$ cat config.mk
export PLATFORM = sky130hd
export DESIGN_NAME = gear_shift_ctrl
export DESIGN_NICKNAME = d
export VERILOG_FILES = /design/src/rtl/gear_shift_ctrl.sv
export SDC_FILE = /design/constraint.sdc
export NUM_CORES = 1
export LEC_CHECK = 0
export CAP_MARGIN = 10
export CORE_UTILIZATION = 53
export DETAILED_ROUTE_END_ITERATION = 10
export GPL_TIMING_DRIVEN = 1
export PLACE_DENSITY_LB_ADDON = 0.15
export SLEW_MARGIN = 30
export SYNTH_ARGS = -nofsm -noshare
export SYNTH_HDL_FRONTEND = slang
export SYNTH_SLANG_ARGS = --single-unit
$ cat constraint.sdc
create_clock -name clk -period 3.1 [get_ports clk]
set_input_delay 0.31 -clock clk [delete_from_list [all_inputs] [get_ports clk]]
set_output_delay 0.31 -clock clk [all_outputs]
set_load 0.01 [all_outputs]
$ cat src/rtl/gear_shift_ctrl.sv
`default_nettype none
// ============================================================================
// Module   : gear_shift_ctrl
// Brief    : Sequences committed-gear changes one step at a time through a
//            clutch disengage/engage handshake. It enforces an ack timeout
//            and a minimum dwell after each step.
// Revision : 1.0 - initial release
// ============================================================================
module gear_shift_ctrl #(
  parameter int HOLD_CYCLES = 4,  // dwell cycles in HOLD after each step (1..15)
  parameter int ACK_TIMEOUT = 8   // cycles allowed for an ack edge (1..15)
) (
  input  logic       clk,
  input  logic       rst,          // asynchronous, active-low
  input  logic [1:0] target_gear,
  input  logic       target_valid,
  input  logic       clutch_ack,   // high = clutch disengaged
  input  logic       clear_fault,
  output logic       clutch_req,
  output logic [1:0] cur_gear,
  output logic       shifting,
  output logic       fault
);

  // Terminal counts for the 4-bit phase counter.
  localparam logic [3:0] TIMEOUT_LAST = 4'(ACK_TIMEOUT - 1);
  localparam logic [3:0] HOLD_LAST    = 4'(HOLD_CYCLES - 1);

  typedef enum logic [2:0] {
    ST_IDLE       = 3'd0,
    ST_CLUTCH_OUT = 3'd1,
    ST_SHIFT      = 3'd2,
    ST_CLUTCH_IN  = 3'd3,
    ST_HOLD       = 3'd4,
    ST_FAULT      = 3'd5
  } state_t;

  state_t     state;
  state_t     state_nxt;
  logic [3:0] cnt;
  logic [3:0] cnt_nxt;
  logic       dir;          // 1 = step up, 0 = step down
  logic       dir_nxt;
  logic [1:0] gear_nxt;
  logic       req_nxt;
  logic       shifting_nxt;
  logic       fault_nxt;

  // State, counter, direction, committed gear and output flops.
  always_ff @(posedge clk or negedge rst) begin
    if (!rst) begin
      state      <= ST_IDLE;
      cnt        <= 4'd0;
      dir        <= 1'b0;
      cur_gear   <= 2'd0;
      clutch_req <= 1'b0;
      shifting   <= 1'b0;
      fault      <= 1'b0;
    end else begin
      state      <= state_nxt;
      cnt        <= cnt_nxt;
      dir        <= dir_nxt;
      cur_gear   <= gear_nxt;
      clutch_req <= req_nxt;
      shifting   <= shifting_nxt;
      fault      <= fault_nxt;
    end
  end

  // Next-state, counter and gear logic. The outputs are decoded from the
  // next state so that they line up with the state register.
  always_comb begin
    state_nxt = state;
    cnt_nxt   = cnt + 4'd1;
    dir_nxt   = dir;
    gear_nxt  = cur_gear;

    case (state)
      ST_IDLE: begin
        // Only IDLE looks at the target. A multi-gear request is served
        // as repeated single steps, one pass through IDLE for each step.
        cnt_nxt = 4'd0;
        if (target_valid && (target_gear != cur_gear)) begin
          dir_nxt   = (target_gear > cur_gear);
          state_nxt = ST_CLUTCH_OUT;
        end
      end

      ST_CLUTCH_OUT: begin
        // Ack wins over a timeout that expires in the same cycle.
        if (clutch_ack) begin
          state_nxt = ST_SHIFT;
          cnt_nxt   = 4'd0;
        end else if (cnt == TIMEOUT_LAST) begin
          state_nxt = ST_FAULT;
          cnt_nxt   = 4'd0;
        end
      end

      ST_SHIFT: begin
        // Direction came from an unsigned compare with the target, so the
        // step can never carry the gear past 3 or below 0.
        if (dir) begin
          gear_nxt = cur_gear + 2'd1;
        end else begin
          gear_nxt = cur_gear - 2'd1;
        end
        state_nxt = ST_CLUTCH_IN;
        cnt_nxt   = 4'd0;
      end

      ST_CLUTCH_IN: begin
        if (!clutch_ack) begin
          state_nxt = ST_HOLD;
          cnt_nxt   = 4'd0;
        end else if (cnt == TIMEOUT_LAST) begin
          state_nxt = ST_FAULT;
          cnt_nxt   = 4'd0;
        end
      end

      ST_HOLD: begin
        if (cnt == HOLD_LAST) begin
          state_nxt = ST_IDLE;
          cnt_nxt   = 4'd0;
        end
      end

      ST_FAULT: begin
        // Gear stays frozen. Only an explicit clear leaves this state.
        cnt_nxt = 4'd0;
        if (clear_fault) begin
          state_nxt = ST_IDLE;
        end
      end

      default: begin
        state_nxt = ST_IDLE;
        cnt_nxt   = 4'd0;
      end
    endcase

    req_nxt      = (state_nxt == ST_CLUTCH_OUT) || (state_nxt == ST_SHIFT);
    shifting_nxt = (state_nxt == ST_CLUTCH_OUT) || (state_nxt == ST_SHIFT) ||
                   (state_nxt == ST_CLUTCH_IN)  || (state_nxt == ST_HOLD);
    fault_nxt    = (state_nxt == ST_FAULT);
  end

endmodule
`default_nettype wire

==> qor.yml <==
status: "finished, final reports clean"
cts_tree: "built"
dieArea_um2: 1492
io_pins: 12
yosysWarningCount: 0
synth-seq-area-share_pct: 45.77
post_cts_buffers: 0
crit_family: "compound AO/OA/AOI/OAI gates"
nFillCells: 98
crit_fanout: 4
period_minus_slack_ns: 1.607
critPathArrivalTime_ns: 1.80
root_buffer: "clkbuf_4"
drt_iter0_drc: 8
cts_buffers: 3
pre_cts_slack_ns: 1.255
vdd_drop_max_v: 0.0005283
yosysMostFrequentCell: "dfrtp_1"
cts_resized: 0
grt_pass1_wl_mm: 2.097
vias: 502
synthTopCellsByArea: "dfrtp_1, xnor2_1, ha_1, a221oi_4, nor2_1"
track_usage_pct: 22.04
start_util_pct: 60.68
skew_ns: 0.001109
synth_edf_count: 0
timing.final.ws_setup_ns: 1.493
start_kind: "register"
die_w_um: 38.62
place_congestion: 0.7410
synth_nets: 76
wl_per_cell_um: 13.00
nets: 92
max_freq_mhz: 622.2
grt_pass1_vias: 489
final.period_utilization_pct: 51.84
slew_violations: 0
antenna_found_initial: 0
timing.critical_path.cells: "ha_1 -> nand3b_1 -> o21ai_2 -> a221oi_4 -> inv_2 -> nor3b_2"
cts.reportedPaths.clkPinSlew_ns: 0.07
dieHeight_um: 38.62
drive_above_1_share_pct: 13.58
cts.sinks: 13
yosys.area.top_type: "dfrtp_1"
gr-total-overflow: 0
grt_max_degree: 14
cts_max_path_buffers: 2
slowest_delay_ns: 0.41
yosysTopAreaCellShare_pct: 45.77
synthArstFlopShare_pct: 100.0
hold_viol_final: 0
yosysUniqueCellTypes: 28
path_buf_inv: 1
maxCapViolCount: 0
drc_errors: 0
rsz0062_at_grt: "no"
htreeDepth: 1
dp.cells: 91
hold_path.class: "in2async"
tns_ns: 0
routed_wl_mm: 1.235
core_um2: 1171
clkLatencyLatePin_ns: 0.26
synthCells: 66
avgSynthCellArea_um2: 10.77
cts_hold_buffers: 0
hpwl_um: 961.8
power.leakage_nw: 0.3991
first_pass_iters: 4
synth_common_cells: "dfrtp_1, nor2_1, inv_1"
synthToLayoutAreaGrowth_pct: 21.65
fin_hold_ws_ns: 0.4049
synth-main-ff-cell: "dfrtp_1"
path_class: "reg2reg"
cp.required_ns: 3.29
ant_nets: 0
core.rowCount: 12
port_buffers: 11
syn_area_um2: 710.7
cp_slowest_cell: "dfrtp_1"
p_per_area_nw_per_um2: 938.5
tightest_slew_ns: 0.5673
ys_ff_latch: 13
final-setup-viol-count: 0
cp-end-kind: "register"
slew_headroom_pct: 62.06
viasPerCell: 5.284
stdcell_count: 95
antenna_cells: 0
[worst register-to-register path: stages, from the launching register on]
cell      delay [ns]
dfrtp_1         0.41
ha_1            0.25
nand3b_1        0.19
o21ai_2         0.11
a221oi_4        0.35
inv_2           0.07
nor3b_2         0.16
[through the flow]
step	instance area (um2)	util, %	total power, mW
floorplan	710.7	-	0.5852
CTS	864.6	73.82	0.8192
global placement	838.3	71.58	0.6949
detailed placement	838.3	71.58	0.7181
global route	864.6	73.82	0.8772
finish	864.6	73.82	0.8114
[sequential cells by signal, summed over array words and instances (netlist names)]
register and count:
cnt 4, state 3, cur_gear 2, clutch_req 1, dir 1, fault 1
shifting 1
[power breakdown]
part,leakage (nW),internal [mW],switching [mW]
Clock,0.0150,0.0497,0.0506
Combinational,0.220,0.220,0.190
Sequential,0.164,0.234,0.0672
[area by class of cell]
type	instances	area (um2)	share of cell area, %
Multi-Input combinational cell	46	359.1	41.53
Sequential cell	13	325.3	37.63
Timing Repair Buffer	11	110.1	12.74
Clock buffer	4	26.28	3.039
Inverter	7	26.28	3.039
Tap cell	14	17.52	2.026
[kinds of logic (layout without fill, tap and decap cells)]
logic type / Yosys count / in the layout / share of synthesized area, %
simple gates: 25 / 25 / 22.71
flops: 13 / 13 / 45.77
xor+xnor: 7 / 7 / 8.627
buf+inv: 7 / 22 / 3.696
fa+ha+maj: 3 / 3 / 5.282
compound gates: 11 / 11 / 13.91
[final timing paths]
path | from | endpoint | slack, ns | cells after the start
hold reg to reg | cnt[0]$_DFF_PN0_ | cnt[0]$_DFF_PN0_ | 0.47 | 1
max in group asynchronous | rst | shifting$_DFF_PN0_ | 2.33 | 1
setup reg to reg | cnt[0]$_DFF_PN0_ | clutch_req$_DFF_PN0_ | 1.49 | 6
setup / recovery | cnt[0]$_DFF_PN0_ | clutch_req$_DFF_PN0_ | 1.49 | 6
hold / removal | rst | cnt[0]$_DFF_PN0_ | 0.40 | 1
min in group clk | cnt[0]$_DFF_PN0_ | cnt[0]$_DFF_PN0_ | 0.47 | 1
[routing by layer]
metal / vias to the layer above / GRT usage, % / wire length, um
met5: - / 0 / 0
met4: 0 / 7.759 / 10
met3: 2 / 6.936 / 48
met2: 14 / 35.00 / 574
met1: 232 / 28.14 / 602
li1: 254 / - / -
[layout by cell type, fill, tap and decap left out, types with 2 or more instances in the layout]
master,instances
nor2b_1,2
clkbuf_4,3
or2b_1,2
xor2_1,2
clkdlybuf4s50_1,11
dfrtp_1,13
nand2_1,5
a21oi_1,2
nor2_1,7
ha_1,3
o21ai_0,2
inv_1,6
xnor2_1,5
No activity file was read; power rests on OpenSTA's default activity.
